`config.mk`:
```
export PLATFORM = sky130hd
export DESIGN_NAME = bank_rtn_tx_flat
export DESIGN_NICKNAME = d
export VERILOG_FILES = /design/src/rtl/bank_rtn_tx_if.sv /design/src/rtl/bank_rtn_tx.sv /design/src/flat_wrapper.sv
export SDC_FILE = /design/constraint.sdc
export NUM_CORES = 1
export LEC_CHECK = 0
export CORE_ASPECT_RATIO = 0.9
export CORE_MARGIN = 2
export CORE_UTILIZATION = 50
export CTS_CLUSTER_SIZE = 30
export DETAILED_ROUTE_END_ITERATION = 10
export PLACE_DENSITY = 0.75
export REMOVE_ABC_BUFFERS = 1
export SYNTH_ARGS = -nofsm -noshare
export SYNTH_HDL_FRONTEND = slang
export SYNTH_SLANG_ARGS = --single-unit
```
`constraint.sdc`:
```
create_clock -name clk -period 5.39 [get_ports clk]
set_input_delay 1.3475 -clock clk [delete_from_list [all_inputs] [get_ports clk]]
set_output_delay 1.3475 -clock clk [all_outputs]
set_load 0.1 [all_outputs]
```
`src/rtl/bank_rtn_tx_if.sv`:
```
// Read-return interface of one SRAM bank: controller response side in, crossbar return side out.
// master is the transmitter block; slave is whatever sits around it (bank controller + crossbar).
// ROB_WIDTH falls back to 8 when the surrounding build does not define it.
`ifndef ROB_WIDTH
`define ROB_WIDTH 8
`endif

interface bank_rtn_tx_if #(
  parameter int DEPTH = 4,
  parameter int ROB_W = `ROB_WIDTH
);
  localparam int CW = $clog2(DEPTH) + 1;

  // bank controller response side
  logic             sram_rsp_valid;
  logic             sram_rsp_ready;
  logic [1:0]       sram_rsp_chl_id;
  logic [ROB_W-1:0] sram_rsp_rob_id;
  logic [127:0]     sram_rsp_data;

  // crossbar return side
  logic             d_bank_valid;
  logic             d_bank_enable;
  logic [1:0]       d_bank_chl_id;
  logic [ROB_W-1:0] d_bank_rob_id;
  logic [127:0]     d_bank_data;

  // status
  logic [CW-1:0]    fifo_cnt;
  logic             err_bad_chl;

  modport master (
    input  sram_rsp_valid, sram_rsp_chl_id, sram_rsp_rob_id, sram_rsp_data,
    output sram_rsp_ready,
    output d_bank_valid, d_bank_chl_id, d_bank_rob_id, d_bank_data,
    input  d_bank_enable,
    output fifo_cnt, err_bad_chl
  );

  modport slave (
    output sram_rsp_valid, sram_rsp_chl_id, sram_rsp_rob_id, sram_rsp_data,
    input  sram_rsp_ready,
    input  d_bank_valid, d_bank_chl_id, d_bank_rob_id, d_bank_data,
    output d_bank_enable,
    input  fifo_cnt, err_bad_chl
  );
endinterface

```
`src/rtl/bank_rtn_tx.sv`:
```
// Per-bank read-return transmitter: FIFO of read responses feeding a registered d_bank_* beat.
// Latency: accept in N -> d_bank_valid in N+2 (N+1 when BANK_RTN_BYPASS_EN is defined and the path is idle).
// Backpressure: d_bank_* frozen while valid & !enable; sram_rsp_ready depends only on the FIFO count register.
`ifndef ROB_WIDTH
`define ROB_WIDTH 8
`endif

module bank_rtn_tx #(
  parameter int DEPTH = 4,
  parameter int ROB_W = `ROB_WIDTH
) (
  input  logic           clk,
  input  logic           rst,
  bank_rtn_tx_if.master  io
);

  localparam int PW = $clog2(DEPTH);
  localparam int CW = PW + 1;

  typedef struct packed {
    logic [1:0]       chl;
    logic [ROB_W-1:0] rob;
    logic [127:0]     dat;
  } beat_t;

  // storage and state
  beat_t         mem_q [DEPTH];
  logic [PW-1:0] wr_ptr_q, wr_ptr_d;
  logic [PW-1:0] rd_ptr_q, rd_ptr_d;
  logic [CW-1:0] cnt_q, cnt_d;
  logic          out_vld_q, out_vld_d;
  beat_t         out_q, out_d;
  logic          err_q, err_d;

  // per-cycle decisions
  beat_t in_beat;
  logic  rdy;
  logic  acc;
  logic  legal;
  logic  out_free;
  logic  fifo_empty;
  logic  push;
  logic  pop;
  logic  byp;

  assign in_beat    = {io.sram_rsp_chl_id, io.sram_rsp_rob_id, io.sram_rsp_data};

  // Ready comes from the count register alone, so a full FIFO stays not-ready
  // in the cycle it pops; the freed slot is offered one cycle later.
  assign rdy        = (cnt_q != CW'(DEPTH));
  assign acc        = io.sram_rsp_valid & rdy;
  assign legal      = (io.sram_rsp_chl_id != 2'd3);
  assign out_free   = ~out_vld_q | io.d_bank_enable;
  assign fifo_empty = (cnt_q == '0);

`ifdef BANK_RTN_BYPASS_EN
  // An idle path lets a legal beat skip the FIFO; with an empty FIFO this cannot reorder.
  assign byp        = acc & legal & fifo_empty & out_free;
`else
  assign byp        = 1'b0;
`endif

  // Channel 3 beats are consumed (handshake completes) but never stored.
  assign push       = acc & legal & ~byp;
  assign pop        = out_free & ~fifo_empty;

  // Next-state for pointers, count, output register and the sticky error flag.
  always_comb begin
    wr_ptr_d  = wr_ptr_q;
    rd_ptr_d  = rd_ptr_q;
    cnt_d     = cnt_q;
    out_vld_d = out_vld_q;
    out_d     = out_q;
    err_d     = err_q | (acc & ~legal);

    if (push) begin
      wr_ptr_d = wr_ptr_q + PW'(1);
    end
    if (pop) begin
      rd_ptr_d = rd_ptr_q + PW'(1);
    end

    case ({push, pop})
      2'b10:   cnt_d = cnt_q + CW'(1);
      2'b01:   cnt_d = cnt_q - CW'(1);
      default: cnt_d = cnt_q;
    endcase

    // FIFO head has priority over the bypass beat; the bypass is only taken
    // when the FIFO is empty, so both never compete in practice. When nothing
    // loads, only valid drops and the payload keeps its last value.
    if (pop) begin
      out_vld_d = 1'b1;
      out_d     = mem_q[rd_ptr_q];
    end else if (byp) begin
      out_vld_d = 1'b1;
      out_d     = in_beat;
    end else if (out_free) begin
      out_vld_d = 1'b0;
    end
  end

  // Control state and output register, synchronously cleared by rst.
  always_ff @(posedge clk) begin
    if (rst) begin
      wr_ptr_q  <= '0;
      rd_ptr_q  <= '0;
      cnt_q     <= '0;
      out_vld_q <= 1'b0;
      out_q     <= '0;
      err_q     <= 1'b0;
    end else begin
      wr_ptr_q  <= wr_ptr_d;
      rd_ptr_q  <= rd_ptr_d;
      cnt_q     <= cnt_d;
      out_vld_q <= out_vld_d;
      out_q     <= out_d;
      err_q     <= err_d;
    end
  end

  // Payload storage; stale entries after reset are unreachable because the count is zero.
  always_ff @(posedge clk) begin
    if (push) begin
      mem_q[wr_ptr_q] <= in_beat;
    end
  end

  assign io.sram_rsp_ready = rdy;
  assign io.d_bank_valid   = out_vld_q;
  assign io.d_bank_chl_id  = out_q.chl;
  assign io.d_bank_rob_id  = out_q.rob;
  assign io.d_bank_data    = out_q.dat;
  assign io.fifo_cnt       = cnt_q;
  assign io.err_bad_chl    = err_q;

endmodule

```
`src/flat_wrapper.sv`:
```
// flat-port wrapper written by rule: the top's interface ports become plain ports
module bank_rtn_tx_flat 
#(
  parameter int DEPTH = 4,
  parameter int ROB_W = `ROB_WIDTH
)
  (clk, rst, io_sram_rsp_valid, io_sram_rsp_chl_id, io_sram_rsp_rob_id, io_sram_rsp_data, io_sram_rsp_ready, io_d_bank_valid, io_d_bank_chl_id, io_d_bank_rob_id, io_d_bank_data, io_d_bank_enable, io_fifo_cnt, io_err_bad_chl);
  bank_rtn_tx_if #(.DEPTH(DEPTH), .ROB_W(ROB_W)) io_i ();
  input  logic clk;
  input  logic rst;
  input wire logic [$bits(io_i.sram_rsp_valid)-1:0] io_sram_rsp_valid;
  input wire logic [$bits(io_i.sram_rsp_chl_id)-1:0] io_sram_rsp_chl_id;
  input wire logic [$bits(io_i.sram_rsp_rob_id)-1:0] io_sram_rsp_rob_id;
  input wire logic [$bits(io_i.sram_rsp_data)-1:0] io_sram_rsp_data;
  output wire logic [$bits(io_i.sram_rsp_ready)-1:0] io_sram_rsp_ready;
  output wire logic [$bits(io_i.d_bank_valid)-1:0] io_d_bank_valid;
  output wire logic [$bits(io_i.d_bank_chl_id)-1:0] io_d_bank_chl_id;
  output wire logic [$bits(io_i.d_bank_rob_id)-1:0] io_d_bank_rob_id;
  output wire logic [$bits(io_i.d_bank_data)-1:0] io_d_bank_data;
  input wire logic [$bits(io_i.d_bank_enable)-1:0] io_d_bank_enable;
  output wire logic [$bits(io_i.fifo_cnt)-1:0] io_fifo_cnt;
  output wire logic [$bits(io_i.err_bad_chl)-1:0] io_err_bad_chl;
  assign io_i.sram_rsp_valid = io_sram_rsp_valid;
  assign io_i.sram_rsp_chl_id = io_sram_rsp_chl_id;
  assign io_i.sram_rsp_rob_id = io_sram_rsp_rob_id;
  assign io_i.sram_rsp_data = io_sram_rsp_data;
  assign io_sram_rsp_ready = io_i.sram_rsp_ready;
  assign io_d_bank_valid = io_i.d_bank_valid;
  assign io_d_bank_chl_id = io_i.d_bank_chl_id;
  assign io_d_bank_rob_id = io_i.d_bank_rob_id;
  assign io_d_bank_data = io_i.d_bank_data;
  assign io_i.d_bank_enable = io_d_bank_enable;
  assign io_fifo_cnt = io_i.fifo_cnt;
  assign io_err_bad_chl = io_i.err_bad_chl;
  bank_rtn_tx #(.DEPTH(DEPTH), .ROB_W(ROB_W)) u_core (.clk(clk), .rst(rst), .io(io_i));
endmodule
```
==> flow_metrics.py <==
metrics = {
    "placed_design": {
        "place_area_sq_mm": 0.0281,
        "gp_congestion": 0.750,
        "dpl.cell_count": 1962,
        "place_hpwl_um": 28100,
        "port_buffers": 285,
    },
    "hold_path": {
        "hold_class": "register to register",
    },
    "sta": {
        "finalCritPeriodShare": 0.695,
        "hold_viol_final": 0,
        "period_needed_ns": 3.75,
        "timing.fmax_ghz": 0.267,
        "setup_viol": 0,
        "finalClockSkew_ns": 0.0192,
        "drv_slew": 0,
        "worst_pin_slew_ns": 1.17,
        "rsz0062_at_grt": "false",
        "slew-limit-headroom": 0.218,
    },
    "routing": {
        "postRouteAntennaNets": 0,
        "drt-pass1-iter-count": 4,
        "wl_um": 49300,
        "drc": 0,
        "via_per_inst": 5.62,
        "drt_iter0_drc": 1064,
        "num_vias": 11800,
        "wl_per_cell_um": 23.5,
    },
    "run_status": {
        "outcome": "completed",
    },
    "cells_and_area": {
        "fillCellCount": 3272,
        "regArea_sq_mm": 0.0195,
        "syn_to_final_growth_pct": 23.7,
        "drive_gt1_frac": 0.184,
        "final_nets": 1551,
        "final_cell_area_sq_mm": 0.0304,
        "final_cells": 2094,
        "post-route-util": 0.623,
        "multi_input_area_sq_mm": 0.00466,
    },
    "worst_setup_path": {
        "cp_data_required_time_ns": 4.04,
        "crit_fanout": 6,
        "cp-start-kind": "register",
        "cp_slowest_stage_delay_ns": 0.99,
        "slowest_stage": "clkdlybuf4s50_1",
        "arrival_ns": 2.40,
        "crit_chain": "or3b_1 > clkdlybuf4s50_1",
        "crit_type": "register to output pin",
        "crit_path_end_kind": "output pin",
    },
    "clocking": {
        "htreeDepth": 3,
        "cts.path.max_buffers": 3,
        "cts_tree": "built",
        "holdBufCountCts": 0,
        "cts_made_buffers": 71,
        "clk_latency_ns": 0.59,
        "cts.clk_slew.worst_paths_ns": 0.06,
        "cts.sinks": 699,
        "cts-resized-gates": 0,
        "cts_setup_buffers": 0,
        "clock-root-buffer": "clkbuf_16",
    },
    "logic_synthesis": {
        "synth_ff_type": "edfxtp_1",
        "synth_warnings": 0,
        "synth.area.top_cells": "edfxtp_1 67%, mux4_2 13%, dfxtp_1 12%, a22o_1 4.9%, buf_2 0.63%",
        "postSynthCellCount": 1090,
        "postSynthAreaPerCell_sq_um": 22.6,
        "yosysSeqAreaShare": 0.794,
        "synth_edf_count": 552,
        "async_flop_share": 0,
        "synth_top_area_share": 0.674,
        "ys_ff_latch": 699,
        "synth_cell_types": 32,
        "synth_area_sq_mm": 0.0246,
        "synth_area_leader_cell": "edfxtp_1",
    },
    "global_route": {
        "grt_usage": 0.197,
        "grt_max_degree": 139,
        "grt_pass1_vias": 12200,
        "antenna_found_initial": 4,
        "grt_overflow": 0,
        "grt_pass1_wl_um": 75100,
    },
    "run": {
        "cap_violations": 0,
    },
    "power": {
        "ir_drop_mv": 0.452,
        "leakage_uw": 0.00994,
        "finalPower_uw": 18200,
        "pwr_density_cell_mw_per_mm2": 598,
    },
    "floorplan": {
        "num_io_pins": 286,
        "die_area_sq_mm": 0.0510,
        "die_w_um": 238,
        "die-height_um": 214,
        "start_util": 0.503,
        "fp.coreArea_sq_mm": 0.0488,
        "rows": 77,
    },
}
critical path, delay by kind of cell, from the launching register on:
kind                   cells  cell delay [ns]
AND/OR/NAND/NOR            1             0.41
buffers and inverters      1             0.99
flip-flops                 1             0.42
layout make-up:
type,instances,share of cell area
Sequential cell,699,0.642
Multi-Input combinational cell,320,0.153
Timing Repair Buffer,304,0.102
Clock buffer,99,0.0656
Tap cell,632,0.0260
Clock inverter,31,0.00975
Inverter,7,0.000864
Antenna cell,2,0.000165
layer usage:
layer | vias up | global-route usage | part of all wire | wire length [um]
met1 | 6066 | 0.286 | 0.44 | 21800
met5 | - | 0 | 0.00059 | 29
met3 | 71 | 0.0539 | 0.073 | 3610
met2 | 415 | 0.298 | 0.47 | 23000
met4 | 4 | 0.0543 | 0.017 | 843
li1 | 5209 | - | - | -
path summary, 6_finish.rpt:
check                                  start                          to  slack [ns]  cells past startpoint
setup / recovery       u_core.io.fifo_cnt[2]           io_sram_rsp_ready        1.64                      2
hold / removal    u_core.io.d_bank_data[110]  u_core.io.d_bank_data[110]        0.48                      1
setup reg to reg       u_core.io.fifo_cnt[2]       u_core.io.fifo_cnt[2]        2.85                      9
hold reg to reg   u_core.io.d_bank_data[110]  u_core.io.d_bank_data[110]        0.48                      1
synth_stat cells (4+ instances only):
cell      number
dfxtp_1      147
buf_2         31
buf_4          7
inv_1          7
mux4_2       138
edfxtp_1     552
a21oi_1        4
ha_1           5
buf_6         12
a22o_1       138
and2_1         4
nor2_1         8
clkbuf_1      12
through the flow:
stage          hold slack, ns  TNS (ns)  setup WS, ns
6_report                0.476         0          1.64
5_1_grt                 0.494         0          1.56
4_1_cts                 0.479         0          1.60
3_5_place_dp            0.463         0          1.53
3_3_place_gp            0.460         0          1.54
2_1_floorplan           0.481   -839.42         -3.77
cells by family after synthesis:
kind of cell,synth area share
flip-flops,0.794
AO/OA/AOI/OAI,0.0521
multiplexers,0.127
buffers and inverters,0.0173
AND/OR/NAND/NOR,0.00539
adder cells (fa/ha/maj),0.00336
XOR/XNOR,0.000712
cell usage in the layout (no fill, tap or decap), drive strengths merged:
cell type,Yosys,routed
mux2,1,1
nor2b,1,1
and3,1,1
and2,4,4
clkinv,0,23
a41oi,1,1
a31o,1,1
ha,5,5
inv,7,9
diode,0,2
bufinv,0,5
dfxtp,147,147
a311oi,1,1
nand2,1,1
fa,1,1
a21oi,5,5
or3b,1,1
or3,3,3
buf,51,19
o21ai,2,2
nand2b,3,3
a22o,138,138
nor3,2,2
clkinvlp,0,1
mux4,138,138
clkdlybuf4s50,0,285
edfxtp,552,552
clkbuf,13,99
mux2i,1,1
nor2,8,8
xor2,2,2
state kept, by name, indices dropped and copies added (netlist names):
register	flops
u_core.io.fifo_cnt	3
u_core.io.d_bank_data	128
u_core.io.d_bank_rob_id	8
u_core.mem_q	552
u_core.wr_ptr_q	2
u_core.io.d_bank_chl_id	2
u_core.rd_ptr_q	2
u_core.io.d_bank_valid	1
u_core.io.err_bad_chl	1
report_power, final:
part	leakage, uW	internal, uW	switching, uW	total, uW
Clock	0.00112	2830	1940	4770
Combinational	0.00257	1890	4510	6410
Sequential	0.00625	6560	441	7000
Total	0.00994	11300	6890	18200
Note: power is estimated with default switching activity, not from simulation.
